<file path="src/rtl/serial_frame_rx.sv">
// ---------------------------------------------------------------------------
// serial_frame_rx
//   Serial-to-parallel frame receiver. Waits for a start bit (sin=0) on a
//   bit strobe, shifts in WIDTH data bits LSB-first or MSB-first, checks the
//   stop bit and presents the word on dout with a one-cycle dout_valid pulse.
//   A bad stop bit pulses frame_err and parks the receiver in BREAK until the
//   line returns high.
//
//   Optional feature macro: SERIAL_FRAME_RX_PARITY_EN
//     When defined, an even-parity bit follows the data bits. A mismatch
//     pulses parity_err on the stop-bit edge. When undefined, parity_err is
//     tied to 0.
//
// Ports
//   clk        in   system clock, rising edge
//   rst_n      in   asynchronous active-low reset
//   en         in   bit strobe; sin is sampled only when en=1
//   sin        in   serial data, idles high
//   msb_first  in   bit order, captured at start-bit detection
//   dout       out  last correctly framed word
//   dout_valid out  one-cycle pulse when dout updates
//   frame_err  out  one-cycle pulse on a bad stop bit
//   parity_err out  one-cycle pulse on parity mismatch (0 without the macro)
//   busy       out  high whenever the receiver is not idle
// ---------------------------------------------------------------------------
module serial_frame_rx #(
  parameter int WIDTH = 8
) (
  input  logic             clk,
  input  logic             rst_n,
  input  logic             en,
  input  logic             sin,
  input  logic             msb_first,
  output logic [WIDTH-1:0] dout,
  output logic             dout_valid,
  output logic             frame_err,
  output logic             parity_err,
  output logic             busy
);

  localparam int CW = $clog2(WIDTH) + 1;

  typedef enum logic [2:0] {
    S_IDLE   = 3'd0,
    S_DATA   = 3'd1,
    S_PARITY = 3'd2,
    S_STOP   = 3'd3,
    S_BREAK  = 3'd4
  } state_e;

  state_e           state_q, state_d;
  logic [WIDTH-1:0] shreg_q, shreg_d;
  logic [CW-1:0]    cnt_q, cnt_d;
  logic             dir_q, dir_d;
  logic [WIDTH-1:0] dout_q, dout_d;
  logic             dout_valid_q, dout_valid_d;
  logic             frame_err_q, frame_err_d;
`ifdef SERIAL_FRAME_RX_PARITY_EN
  logic             par_q, par_d;
  logic             parity_err_q, parity_err_d;
`endif

  always_comb begin
    state_d      = state_q;
    shreg_d      = shreg_q;
    cnt_d        = cnt_q;
    dir_d        = dir_q;
    dout_d       = dout_q;
    dout_valid_d = 1'b0;
    frame_err_d  = 1'b0;
`ifdef SERIAL_FRAME_RX_PARITY_EN
    par_d        = par_q;
    parity_err_d = 1'b0;
`endif

    if (en) begin
      unique case (state_q)
        S_IDLE: begin
          if (!sin) begin
            state_d = S_DATA;
            cnt_d   = '0;
            dir_d   = msb_first;
          end
        end

        S_DATA: begin
          if (dir_q)
            shreg_d = {shreg_q[WIDTH-2:0], sin};
          else
            shreg_d = {sin, shreg_q[WIDTH-1:1]};
          cnt_d = cnt_q + 1'b1;
          // cnt_q still holds the count before this bit, so WIDTH-1 marks
          // the last data bit of the frame.
          if (cnt_q == CW'(WIDTH - 1)) begin
`ifdef SERIAL_FRAME_RX_PARITY_EN
            state_d = S_PARITY;
`else
            state_d = S_STOP;
`endif
          end
        end

`ifdef SERIAL_FRAME_RX_PARITY_EN
        S_PARITY: begin
          par_d   = sin;
          state_d = S_STOP;
        end
`endif

        S_STOP: begin
`ifdef SERIAL_FRAME_RX_PARITY_EN
          // Even parity: parity bit together with data must XOR to 0.
          parity_err_d = par_q ^ (^shreg_q);
`endif
          if (sin) begin
            dout_d       = shreg_q;
            dout_valid_d = 1'b1;
            state_d      = S_IDLE;
          end else begin
            frame_err_d = 1'b1;
            state_d     = S_BREAK;
          end
        end

        S_BREAK: begin
          // The high sample that ends the break is consumed here, so it can
          // never be mistaken for part of the next frame.
          if (sin) state_d = S_IDLE;
        end

        default: state_d = S_IDLE;
      endcase
    end
  end

  always_ff @(posedge clk or negedge rst_n) begin
    if (!rst_n) begin
      state_q      <= S_IDLE;
      shreg_q      <= '0;
      cnt_q        <= '0;
      dir_q        <= 1'b0;
      dout_q       <= '0;
      dout_valid_q <= 1'b0;
      frame_err_q  <= 1'b0;
`ifdef SERIAL_FRAME_RX_PARITY_EN
      par_q        <= 1'b0;
      parity_err_q <= 1'b0;
`endif
    end else begin
      state_q      <= state_d;
      shreg_q      <= shreg_d;
      cnt_q        <= cnt_d;
      dir_q        <= dir_d;
      dout_q       <= dout_d;
      dout_valid_q <= dout_valid_d;
      frame_err_q  <= frame_err_d;
`ifdef SERIAL_FRAME_RX_PARITY_EN
      par_q        <= par_d;
      parity_err_q <= parity_err_d;
`endif
    end
  end

  assign dout       = dout_q;
  assign dout_valid = dout_valid_q;
  assign frame_err  = frame_err_q;
  assign busy       = (state_q != S_IDLE);
`ifdef SERIAL_FRAME_RX_PARITY_EN
  assign parity_err = parity_err_q;
`else
  assign parity_err = 1'b0;
`endif

endmodule

</file>
<file path="config.mk">
export PLATFORM = sky130hd
export DESIGN_NAME = serial_frame_rx
export DESIGN_NICKNAME = d
export VERILOG_FILES = /design/src/rtl/serial_frame_rx.sv
export SDC_FILE = /design/constraint.sdc
export NUM_CORES = 1
export LEC_CHECK = 0
export CAP_MARGIN = 20
export CORE_AREA = 10 10 58 60
export DETAILED_ROUTE_END_ITERATION = 8
export DIE_AREA = 0 0 68 70
export DONT_BUFFER_PORTS = 1
export PLACE_DENSITY = 0.78
export SLEW_MARGIN = 20
export SYNTH_ARGS = -nofsm -noshare
export SYNTH_HDL_FRONTEND = slang
export SYNTH_SLANG_ARGS = --single-unit
</file>
<file path="constraint.sdc">
create_clock -name clk -period 3.1 [get_ports clk]
set_input_delay 0.465 -clock clk [delete_from_list [all_inputs] [get_ports clk]]
set_output_delay 0.465 -clock clk [all_outputs]
set_load 0.05 [all_outputs]
</file>
* After elaboration in Yosys (flattened, before gate mapping)
Cells that the tools add are included.
Cells by class: $add $sub $neg 1, muxes and demuxes 14, bitwise logic cells 1, reductions and logical operators 8, eq/ne operators 7
Operators with widths (count):
- 2-to-1 mux 3 bit | 4
- one-hot mux 3 bit (4 select lines) | 1
- AND reduction 3 bit | 3
- 2-to-1 mux 8 bit | 1
- one-hot mux 4 bit (2 select lines) | 1
- 2-to-1 mux 1 bit | 6
- inequality test 2 bit, second input constant | 3
- adder 4 x 1 -> 4 bit, second input constant | 1
- == test 4 x 3 -> 1 bit, second input constant | 1
- 2-to-1 mux 4 bit | 1
- AND reduction 4 bit | 1
- == test 3 x 1 -> 1 bit, second input constant | 1
- == test 3 x 2 -> 1 bit, second input constant | 1
- == test 3 bit, second input constant | 1
- zero test 3 bit | 1
- nonzero test 3 bit | 1
- AND reduction 2 bit | 1
- nonzero test 2 bit | 1
- inverter 1 bit | 1
Storage, ports and cells: register bits 26, output and inout bits 12, input port bits 5, logic and storage cells 38

* Logic depth before layout (Yosys ltp)
word-level depth 3, depth in mapped cells 6, mapped depth without buffers 3

* Least setup slack after synthesis
No wires, ideal clock.
kind reg2reg, from register state_q[1], to register dir_q, data required time 2.975 ns, path buffers 1, setup slack 1.404 ns, cell stages (with the launch flop) 5, period minus slack after synthesis 1.696 ns, arrival time 1.571 ns, library setup time 0.125 ns, cells stage by stage dfrtp_1 buf_6 or3_1 nand2b_1 mux2_2
On the way: cells in the longest elaborated chain, start to end 2
Ends and longest elaborated chain:
- start, declared | line 51 | state_e state_q, state_d;
- start signal, assigned | line 150 | state_q <= state_d;
- zero test 3 bit | line 77 | unique case (state_q)
- AND reduction 3 bit (no source line)
- end signal, assigned | line 153 | dir_q <= dir_d;
- end, declared | line 54 | logic dir_q, dir_d;
Every way passes these cells. A chain may end at the register's enable or synchronous reset.

* Final worst setup path
from register state_q[1], to output port busy
On the way: cells in the longest elaborated chain, start to end 1
Ends and longest elaborated chain:
- nonzero test 3 bit | line 167 | assign busy = (state_q != S_IDLE);
- end, declared | line 38 | output logic busy
Every way passes these cells.

==> flow_summary.html <==
<table>
<tr><th>Metric</th><th>Value</th></tr>
<tr><th colspan="2">Timing</th></tr>
<tr><td>Maximum operating frequency</td><td>just over 500 MHz</td></tr>
<tr><td>Worst max-slew margin expressed relative to the limit</td><td>0.6614</td></tr>
<tr><td>Fin Clk Skew</td><td>around 8.4 ps</td></tr>
<tr><td>Time the worst path needs with I/O delays and setup</td><td>slightly below 2000 ps</td></tr>
<tr><td>Sum of negative setup slack</td><td>0 ps</td></tr>
<tr><td>Fin. max-slew vios</td><td>0</td></tr>
<tr><td>Unrepaired setup endpoints after global routing</td><td>false</td></tr>
<tr><td>Share of the clock period used by the worst path</td><td>0.6239</td></tr>
<tr><td>Transition time of the tightest slew-check pin</td><td>between 500 and 600 ps</td></tr>
<tr><td>Hold violation count in the final report</td><td>0</td></tr>
<tr><td>Total of endpoints with negative setup slack in the final report</td><td>0</td></tr>
<tr><th colspan="2">Routing</th></tr>
<tr><td>Overall via count from detail_route</td><td>about 730</td></tr>
<tr><td>First-pass iteration count of the detailed router</td><td>4</td></tr>
<tr><td>Post-route DRC violation count</td><td>0</td></tr>
<tr><td>Via density per instance</td><td>roughly 5.7</td></tr>
<tr><td>DR WL/cell</td><td>roughly 16 µm</td></tr>
<tr><td>Final ANT Viol Nets</td><td>0</td></tr>
<tr><td>Detailed Route Iter0 Violations</td><td>98</td></tr>
<tr><td>Routed WL</td><td>2.111 mm</td></tr>
<tr><th colspan="2">Logic synthesis</th></tr>
<tr><td>Portion of the post-synthesis area used by sequential elements</td><td>0.5556</td></tr>
<tr><td>Yosys reg bits</td><td>26</td></tr>
<tr><td>Count of flip-flops with a built-in enable after synthesis</td><td>0</td></tr>
<tr><td>Netlist cell types</td><td>32</td></tr>
<tr><td>Synth async-reset ratio</td><td>1.000</td></tr>
<tr><td>Post-synthesis cell area</td><td>approximately 1200 µm²</td></tr>
<tr><td>Main synth FF type</td><td>dfrtp_1</td></tr>
<tr><td>Mapped Cells</td><td>98</td></tr>
<tr><td>Post-synth net total</td><td>~100</td></tr>
<tr><td>Synthesized area per cell</td><td>between 10 and 15 µm²</td></tr>
<tr><td>Number of synthesis warnings</td><td>0</td></tr>
<tr><th colspan="2">Worst setup path</th></tr>
<tr><td>Slowest stage cell, crit path</td><td>or3_1</td></tr>
<tr><td>Critical Setup Path Class</td><td>reg2out</td></tr>
<tr><td>Top cell family by delay on the critical path</td><td>simple AND/OR/NAND/NOR gates</td></tr>
<tr><td>Nature of the critical path endpoint</td><td>primary output</td></tr>
<tr><td>Worst Path Required</td><td>between 2000 and 3000 ps</td></tr>
<tr><td>Chain of cells forming the critical path</td><td>or3_1</td></tr>
<tr><td>Critical path's largest stage delay</td><td>approximately 650 ps</td></tr>
<tr><td>Maximum fanout along the worst path</td><td>10</td></tr>
<tr><td>Critical path buffers and inverters</td><td>0</td></tr>
<tr><td>Arrival time at the worst endpoint</td><td>approximately 1500 ps</td></tr>
<tr><td>CP startpoint kind</td><td>flop</td></tr>
<tr><th colspan="2">Clock network</th></tr>
<tr><td>TritonCTS clock tree</td><td>done</td></tr>
<tr><td>Clock H-tree levels</td><td>1</td></tr>
<tr><td>Root buffer cell</td><td>clkbuf_4</td></tr>
<tr><td>Clock sink total</td><td>26</td></tr>
<tr><td>Skew-Pair Late Insertion Delay</td><td>between 300 and 400 ps</td></tr>
<tr><td>Clock Tree Buf Depth</td><td>2</td></tr>
<tr><td>Total clock buffers created by CTS</td><td>3</td></tr>
<tr><td>Post-CTS clock slew at the launch and capture registers of the worst setup and hold paths</td><td>130 ps</td></tr>
<tr><td>Setup repair bufs after CTS</td><td>0</td></tr>
<tr><th colspan="2">Floorplan</th></tr>
<tr><td>Die outline area</td><td>~4800 µm²</td></tr>
<tr><td>I/O pin count</td><td>17</td></tr>
<tr><td>Height of the die</td><td>~70 µm</td></tr>
<tr><td>Placement row count</td><td>18</td></tr>
<tr><td>Floorplan die width</td><td>68 µm</td></tr>
<tr><td>Starting density of the core</td><td>0.5000</td></tr>
<tr><td>Core area</td><td>about 2300 µm²</td></tr>
<tr><th colspan="2">Power</th></tr>
<tr><td>Pwr dens</td><td>a little under 900 nW/µm²</td></tr>
<tr><td>Pleak</td><td>between 0.5 and 0.6 nW</td></tr>
<tr><td>Total power draw</td><td>around 1.1 mW</td></tr>
<tr><td>Maximum vdd ir drop</td><td>roughly 0.00038 V</td></tr>
<tr><th colspan="2">Place</th></tr>
<tr><td>HPWL Detailed</td><td>about 1.5 mm</td></tr>
<tr><td>Number of input and output port buffers inserted</td><td>0</td></tr>
<tr><td>Routability Congestion</td><td>roughly 0.67</td></tr>
<tr><th colspan="2">Worst hold path</th></tr>
<tr><td>Hold/Removal Path Class</td><td>in2reg</td></tr>
<tr><th colspan="2">Layout</th></tr>
<tr><td>Fraction of final layout cells sized beyond drive strength 1</td><td>0.1837</td></tr>
<tr><td>Net count reported at finish</td><td>105</td></tr>
<tr><td>N_diodes</td><td>0</td></tr>
<tr><td>Layout-stage area growth over the synthesis result</td><td>5.448%</td></tr>
<tr><th colspan="2">Global routing</th></tr>
<tr><td>Via count of the first global-routing pass</td><td>between 700 and 800</td></tr>
<tr><td>Overall overflow remaining after global route</td><td>0</td></tr>
<tr><td>Overall routing resource usage</td><td>0.09597</td></tr>
<tr><td>Initial antenna violation count</td><td>0</td></tr>
<tr><td>Wire length of the first global-routing pass</td><td>roughly 3.5 mm</td></tr>
<tr><td>Largest net degree at the start of global routing</td><td>27</td></tr>
<tr><th colspan="2">Job</th></tr>
<tr><td>Number of max-cap violations</td><td>0</td></tr>
<tr><th colspan="2">Status</th></tr>
<tr><td>Status</td><td>complete, no violations</td></tr>
</table>
synthesized netlist by cell type, types with 2 or more instances:
master / instances / area [µm²]
nor2_1: 10 / 37.54
inv_1: 4 / 15.01
buf_4: 2 / 15.01
a21oi_1: 8 / 40.04
o22ai_1: 2 / 12.51
nor2b_1: 2 / 12.51
nand3_1: 2 / 10.01
mux2_2: 10 / 112.6
dfrtp_1: 26 / 650.6
buf_2: 2 / 10.01
and3_1: 2 / 12.51
mux2i_1: 8 / 80.08
cell usage in the layout, fill, tap and decap left out:
cell type and n:
clkbuf_4 3, and3_1 2, mux2i_1 8, or3b_4 1, nor2b_1 2, and2b_1 1, and3b_1 1, a21oi_1 8
a221o_1 1, o21a_1 1, a211o_1 1, buf_12 1, inv_1 4, o22ai_1 2, nand3_1 2, or3_1 1
nor2_1 10, a22o_1 1, conb_1 1, dfrtp_1 26, nor4_1 1, nand2_1 1, dlygate4sd3_1 1, a21o_1 1
mux2_2 10, nand2b_1 1, clkbuf_8 1, and4bb_2 1, o21ai_0 1, a32oi_1 1, nand4_2 1, ha_1 1
routing by layer:
metal | vias to the layer above | global-route usage | part of all wire
met3 | 7 | 0.03668 | 0.075
met1 | 357 | 0.1040 | 0.40
li1 | 344 | - | -
met2 | 20 | 0.1439 | 0.49
met5 | - | 0 | 0
met4 | 0 | 0.07383 | 0.038
worst paths after layout:
kind / slack, ps / end / cells past startpoint / startpoint
max reg2reg: 1300 / dir_q / 3 / state_q[1]
max: 1170 / busy / 1 / state_q[1]
max in group asynchronous: 2400 / cnt_q[2] / 2 / rst_n
min reg2reg: 550 / cnt_q[1] / 1 / cnt_q[1]
min: 210 / state_q[2] / 1 / sin
min in group asynchronous: 560 / shreg_q[7] / 2 / rst_n
kinds of logic after synthesis:
logic type	synth area share
AOI/OAI and AO/OA	0.09295
adders and majority gates	0.01068
buffers and inverters	0.04700
DFF	0.5556
muxes	0.1645
other	0.003202
and+or+nand+nor	0.1261
cell type report:
type / instances / area, µm²
fillers: 201 / 1107
flip-flops and latches: 26 / 650.6
multi-input cells: 62 / 465.4
well taps: 30 / 37.54
clock buffers: 4 / 36.28
repair buffers: 2 / 30.03
inverters: 4 / 15.01
worst reg2reg max path: stages (launching register included):
cell	delay [ps]
dfrtp_1	500
or3_1	650
nand2b_1	260
mux2_2	290
per-stage QoR:
stage	hold slack, ps	setup slack, ps	instances	util	area [µm²]
3_5_place_dp	170.2	1331	122	0.4989	1169
5_1_grt	189.4	1094	128	0.5272	1235
6_report	211.0	1166	128	0.5272	1235
4_1_cts	198.2	1160	128	0.5272	1235
2_1_floorplan	169.4	1404	98	-	1171
3_3_place_gp	170.3	1381	122	0.4989	1169
report_power, final:
group	switching (mW)	internal, mW	leakage (nW)
clock network	0.0998	0.0720	0.0210
logic	0.0949	0.134	0.237
registers	0.230	0.442	0.314
total	0.424	0.649	0.572
what timing repair did:
action                                  4_1_cts  5_1_grt
endpoints found under the setup margin        0        0
hold endpoints to repair                     26        0
gates resized for setup                       0        0
hold buffers                                  2        0
flip-flops by register name (all words and copies together) (netlist names):
signal / cells
frame_err: 1
dout: 8
cnt_q: 4
dout_valid: 1
dir_q: 1
shreg_q: 8
state_q: 3
No activity file was read; power rests on OpenSTA's default activity.
